$ cat src/rtl/ordinatore_ctrl_pkg.sv
// ordinatore_ctrl_pkg: state encoding shared by the sorter controller.
package ordinatore_ctrl_pkg;
   typedef enum logic [1:0] {
      ST_LOAD = 2'd0,
      ST_SORT = 2'd1,
      ST_OUT  = 2'd2
   } state_t;
endpackage

$ cat src/rtl/ordinatore_ctrl_comparatore.sv
// comparatore_w: unsigned magnitude comparator, exactly one of gt/eq/lt is high.
module comparatore_w #(
   parameter int W = 4
) (
   input  logic [W-1:0] i_a,
   input  logic [W-1:0] i_b,
   output logic         o_gt,
   output logic         o_eq,
   output logic         o_lt
);
   assign o_gt = i_a > i_b;
   assign o_eq = i_a == i_b;
   assign o_lt = i_a < i_b;
endmodule

$ cat src/rtl/ordinatore_ctrl.sv
// ordinatore_ctrl: serial load, bubble sort on one shared comparator, ascending stream-out.
module ordinatore_ctrl
   import ordinatore_ctrl_pkg::*;
#(
   parameter int W = 4,
   parameter int N = 4
) (
   input  logic         clk,
   input  logic         rst,
   input  logic [W-1:0] in_data,
   input  logic         in_valid,
   output logic         in_ready,
   output logic [W-1:0] out_data,
   output logic         out_valid,
   input  logic         out_ready,
   output logic         busy,
   output logic         done
);
   localparam int IW = $clog2(N);
   localparam logic [IW-1:0] LAST   = IW'(N - 1);
   localparam logic [IW-1:0] J_LAST = IW'(N - 2);
   state_t        r_state, w_next;
   logic [W-1:0]  r_buf [N];
   logic [IW-1:0] r_wr, r_rd, r_j, r_pass, w_j1;
   logic          r_swapped, r_done;
   logic          w_gt, w_eq, w_lt, w_swap, w_any, w_in_xfer, w_out_xfer, w_sort_end;
   comparatore_w #(.W(W)) u_cmp (
      .i_a  (r_buf[r_j]),
      .i_b  (r_buf[w_j1]),
      .o_gt (w_gt),
      .o_eq (w_eq),
      .o_lt (w_lt)
   );
   always_comb begin
      w_j1       = r_j + IW'(1);
      w_in_xfer  = r_state == ST_LOAD && in_valid;
      w_out_xfer = r_state == ST_OUT && out_ready;
      w_swap     = w_gt & ~(w_eq | w_lt);
      w_any      = r_swapped | w_swap;
      // a pass ends sorted when it saw no swap, or after the N-1 passes bubble sort needs
      w_sort_end = r_state == ST_SORT && r_j == J_LAST && (!w_any || r_pass == J_LAST);
      w_next     = (w_in_xfer && r_wr == LAST)  ? ST_SORT :
                   w_sort_end                   ? ST_OUT  :
                   (w_out_xfer && r_rd == LAST) ? ST_LOAD : r_state;
      in_ready   = r_state == ST_LOAD;
      busy       = r_state != ST_LOAD;
      out_valid  = r_state == ST_OUT;
      out_data   = r_state == ST_OUT ? r_buf[r_rd] : '0;
      done       = r_done;
   end
   always_ff @(posedge clk) begin
      if (rst) begin
         r_state   <= ST_LOAD;
         r_wr      <= '0;
         r_rd      <= '0;
         r_j       <= '0;
         r_pass    <= '0;
         r_swapped <= 1'b0;
         r_done    <= 1'b0;
         for (int i = 0; i < N; i++) r_buf[i] <= '0;
      end else begin
         r_state <= w_next;
         r_done  <= w_sort_end;
         if (w_in_xfer) begin
            r_buf[r_wr] <= in_data;
            r_wr        <= r_wr == LAST ? '0 : r_wr + IW'(1);
         end
         if (r_state == ST_SORT) begin
            if (w_swap) begin
               r_buf[r_j]  <= r_buf[w_j1];
               r_buf[w_j1] <= r_buf[r_j];
            end
            r_j       <= r_j == J_LAST ? '0 : w_j1;
            r_pass    <= r_j != J_LAST ? r_pass : w_sort_end ? '0 : r_pass + IW'(1);
            r_swapped <= r_j != J_LAST && w_any;
         end
         if (w_out_xfer) r_rd <= r_rd == LAST ? '0 : r_rd + IW'(1);
      end
   end
endmodule

$ cat config.mk
export PLATFORM = sky130hd
export DESIGN_NAME = ordinatore_ctrl
export DESIGN_NICKNAME = d
export VERILOG_FILES = /design/src/rtl/ordinatore_ctrl_pkg.sv /design/src/rtl/ordinatore_ctrl_comparatore.sv /design/src/rtl/ordinatore_ctrl.sv
export SDC_FILE = /design/constraint.sdc
export NUM_CORES = 1
export LEC_CHECK = 0
export CORE_UTILIZATION = 53
export DETAILED_ROUTE_END_ITERATION = 12
export DONT_BUFFER_PORTS = 1
export PLACE_DENSITY = 0.68
export SETUP_SLACK_MARGIN = 0.2
export SYNTH_ARGS = -nofsm -noshare
export SYNTH_HDL_FRONTEND = slang
export SYNTH_SLANG_ARGS = --single-unit
export TNS_END_PERCENT = 1
$ cat constraint.sdc
create_clock -name clk -period 4.9 [get_ports clk]
set_input_delay 0.98 -clock clk [delete_from_list [all_inputs] [get_ports clk]]
set_output_delay 0.98 -clock clk [all_outputs]
set_load 0.01 [all_outputs]
==> impl_metrics.py <==
metrics = {
    "setup_path": {
        "reg2reg_to": "r_buf[1][3]",
        "end_kind": "flip-flop",
        "cp_slowest_cell": "mux4_2",
        "required_ns": 4.82,
        "startpoint": "r_j[1]",
        "rr_worst_depth": 11,
        "cp-start-kind": "flip-flop",
        "critPathTopFamily": "compound AO/OA/AOI/OAI gates",
        "cp.arrival_ns": 3.83,
        "crit_buf_inv": 2,
        "crit_end": "r_buf[1][3]",
        "worst-path-max-fanout": 6,
        "cp.depth": 11,
        "crit_chain": "inv_1, ha_1, mux4_2, inv_1, ha_1, and4_1, nor3_1, a21bo_2, o21ai_4, a21oi_1, o21ai_0",
        "r2r_slack_ns": 0.99,
        "cpPeakStageDelay_ns": 0.56,
        "rr_startpoint": "r_j[1]",
        "path_class": "reg2reg",
    },
    "cells_and_area": {
        "fillers": 291,
        "area_delta_synth_final_pct": 8.282,
        "final_layout_size_suffix_gt1_share_pct": 17.80,
        "antenna_cells": 0,
        "nets": 211,
    },
    "power_and_ir_drop": {
        "powerDensity_nw_per_um2": 277.8,
        "power.share.clock_pct": 41.2,
        "switching_share_pct": 23.20,
        "p_int_uw": 464.2,
        "p_sw_uw": 140.2,
        "pwr-share-seq_pct": 49.9,
        "vdd_ir_drop_max_mv": 0.1694,
        "comb_power_share_pct": 8.9,
        "p_leak_nw": 0.7628,
    },
    "clock_tree": {
        "clk_pin_slew_ns": 0.07,
        "cts_setup_buffers": 0,
        "cts_hold_buf": 0,
        "post_cts_resized": 0,
        "cts_tree": "yes",
        "clock_path_buffers": 2,
        "htree_levels": 2,
        "numCtsBuffers": 5,
        "cts.sinks": 32,
        "clk_latency_ns": 0.29,
        "root_buffer": "clkbuf_8",
    },
    "timing": {
        "final-hold-violation-count": 0,
        "finalSetupViolCount": 0,
        "drv_slew": 0,
        "period_minus_slack_ns": 3.913,
        "period_share_pct": 79.85,
        "setup_tns_ns": 0,
        "fmax_mhz": 255.6,
        "worst_pin_slew_ns": 0.6754,
        "slew_headroom_pct": 54.49,
        "holdWs_ns": 0.4800,
        "rsz0062_at_grt": "false",
        "finClkSkew_ns": 0.01073,
    },
    "global_routing": {
        "grt_usage_pct": 26.87,
        "grt_pass1_vias": 1560,
        "antenna_found_initial": 0,
        "grt_max_degree": 21,
        "grt.overflow.total": 0,
        "grt_pass1_wl_um": 8017,
    },
    "drt": {
        "route.met2.wl_um": 2394,
        "drc": 0,
        "wl_per_cell_um": 20.10,
        "wl_met1_um": 2010,
        "via_per_inst": 6.565,
        "top_layer": "met4",
        "drt-total-wl_um": 4805,
        "firstDrtPassIters": 4,
        "ant_nets": 0,
        "dr_wl_met3_um": 298,
        "drtIter0Drc": 180,
        "num_vias": 1569,
    },
    "synthesis": {
        "synth_area_leader_cell": "edfxtp_1",
        "syn_area_per_cell_um2": 10.86,
        "synth_common_cells": "a21oi_1 (17), dfxtp_1 (16), edfxtp_1 (16), nand2_1 (16), ha_1 (13)",
        "yosysSeqAreaShare_pct": 39.85,
        "yosys.cell_types.count": 43,
        "ys.flop_type": "edfxtp_1",
        "synthCells": 185,
        "synth-edff-count": 16,
        "syn_area_um2": 2009,
        "ys.warnings.count": 0,
        "yosysMostFrequentCell": "a21oi_1",
        "synthTopCellsByArea": "edfxtp_1 (24%), dfxtp_1 (16%), mux4_2 (13%)",
        "synth_nets": 206,
        "synth-seq-cells": 32,
        "yosys.area.top_type_share_pct": 23.91,
        "async_reset_ff_share_pct": 0,
    },
    "min_path": {
        "hold_class": "reg2reg",
        "hold_depth": 2,
    },
    "floorplanning": {
        "coreArea_um2": 3661,
        "rows": 22,
        "fp.dieH_um": 63.58,
        "io_pins": 16,
        "fp.dieW_um": 63.58,
        "initial_core_util_pct": 54.89,
        "dieArea_um2": 4042,
    },
    "flow_run": {
        "maxCapViolations": 0,
    },
    "place": {
        "place_congestion": 0.9065,
        "io_buffers": 0,
        "dp_hpwl_um": 3683,
    },
    "outcome": {
        "status": "finished, final reports clean",
    },
}
power by group through the flow:
stage / clock, mW / combinational [mW] / sequential, mW
finish: 0.249 / 0.0538 / 0.302
CTS: 0.251 / 0.0533 / 0.301
global route: 0.261 / 0.0596 / 0.302
floorplan: 0 / 0.0433 / 0.302
global placement: 0 / 0.0509 / 0.307
detailed placement: 0 / 0.0525 / 0.307
logic make-up after synthesis:
group / share of synthesized area, %
AND/OR/NAND/NOR: 14.45
AO/OA/AOI/OAI: 20.98
flip-flops: 39.85
buffers and inverters: 2.739
adder cells (fa/ha/maj): 8.095
multiplexers: 13.45
XOR/XNOR: 0.4359
per-layer routing:
layer | up-vias | global-route usage (%)
met1 | 781 | 32.87
met5 | - | 0
li1 | 718 | -
met4 | 0 | 10.51
met3 | 14 | 7.065
met2 | 56 | 44.81
final cells by class:
type,instances,area (um2),share of cell area [%]
Multi-Input combinational cell,139,1154,53.02
Sequential cell,32,800.8,36.80
Clock buffer,6,72.57,3.335
Tap cell,48,60.06,2.760
Inverter,10,38.79,1.783
Clock inverter,2,35.03,1.610
Timing Repair Buffer,2,15.01,0.6901
worst min-delay path: cells and delay by family (launching register included):
kind | cells | cell delay, ns
flops | 1 | 0.33
simple gates | 1 | 0.06
compound gates | 1 | 0.05
cells in the final DEF (no fill, tap or decap), types with 8 or more instances in the layout:
cell	synthesis	routed
mux4_2	12	12
dfxtp_1	16	16
edfxtp_1	16	16
ha_1	13	13
o21ai_0	8	8
nand2_1	16	16
a21oi_1	17	17
nor2_1	12	12
a32o_1	8	8
inv_1	9	9
through the flow:
step / cell area (um2) / cells / setup WS [ns] / util (%) / power, mW
after global placement: 2068 / 231 / 1.213 / 56.49 / 0.3580
after CTS: 2176 / 239 / 1.011 / 59.43 / 0.6059
after detailed placement: 2068 / 231 / 1.046 / 56.49 / 0.3597
after floorplan: 2009 / 185 / 1.169 / - / 0.3449
final: 2176 / 239 / 0.9874 / 59.43 / 0.6044
after global routing: 2176 / 239 / 0.7059 / 59.43 / 0.6226
how the worst min path moves through the flow:
stage	endpoint	slack (ns)	start
final	r_wr[1]	0.48	r_wr[1]
after floorplan	r_wr[1]	0.45	r_wr[1]
after global placement	r_wr[1]	0.46	r_wr[1]
after detailed placement	r_wr[1]	0.47	r_wr[1]
after CTS	r_wr[1]	0.48	r_wr[1]
after global routing	r_wr[1]	0.52	r_wr[1]
No activity file was read; power rests on OpenSTA's default activity.
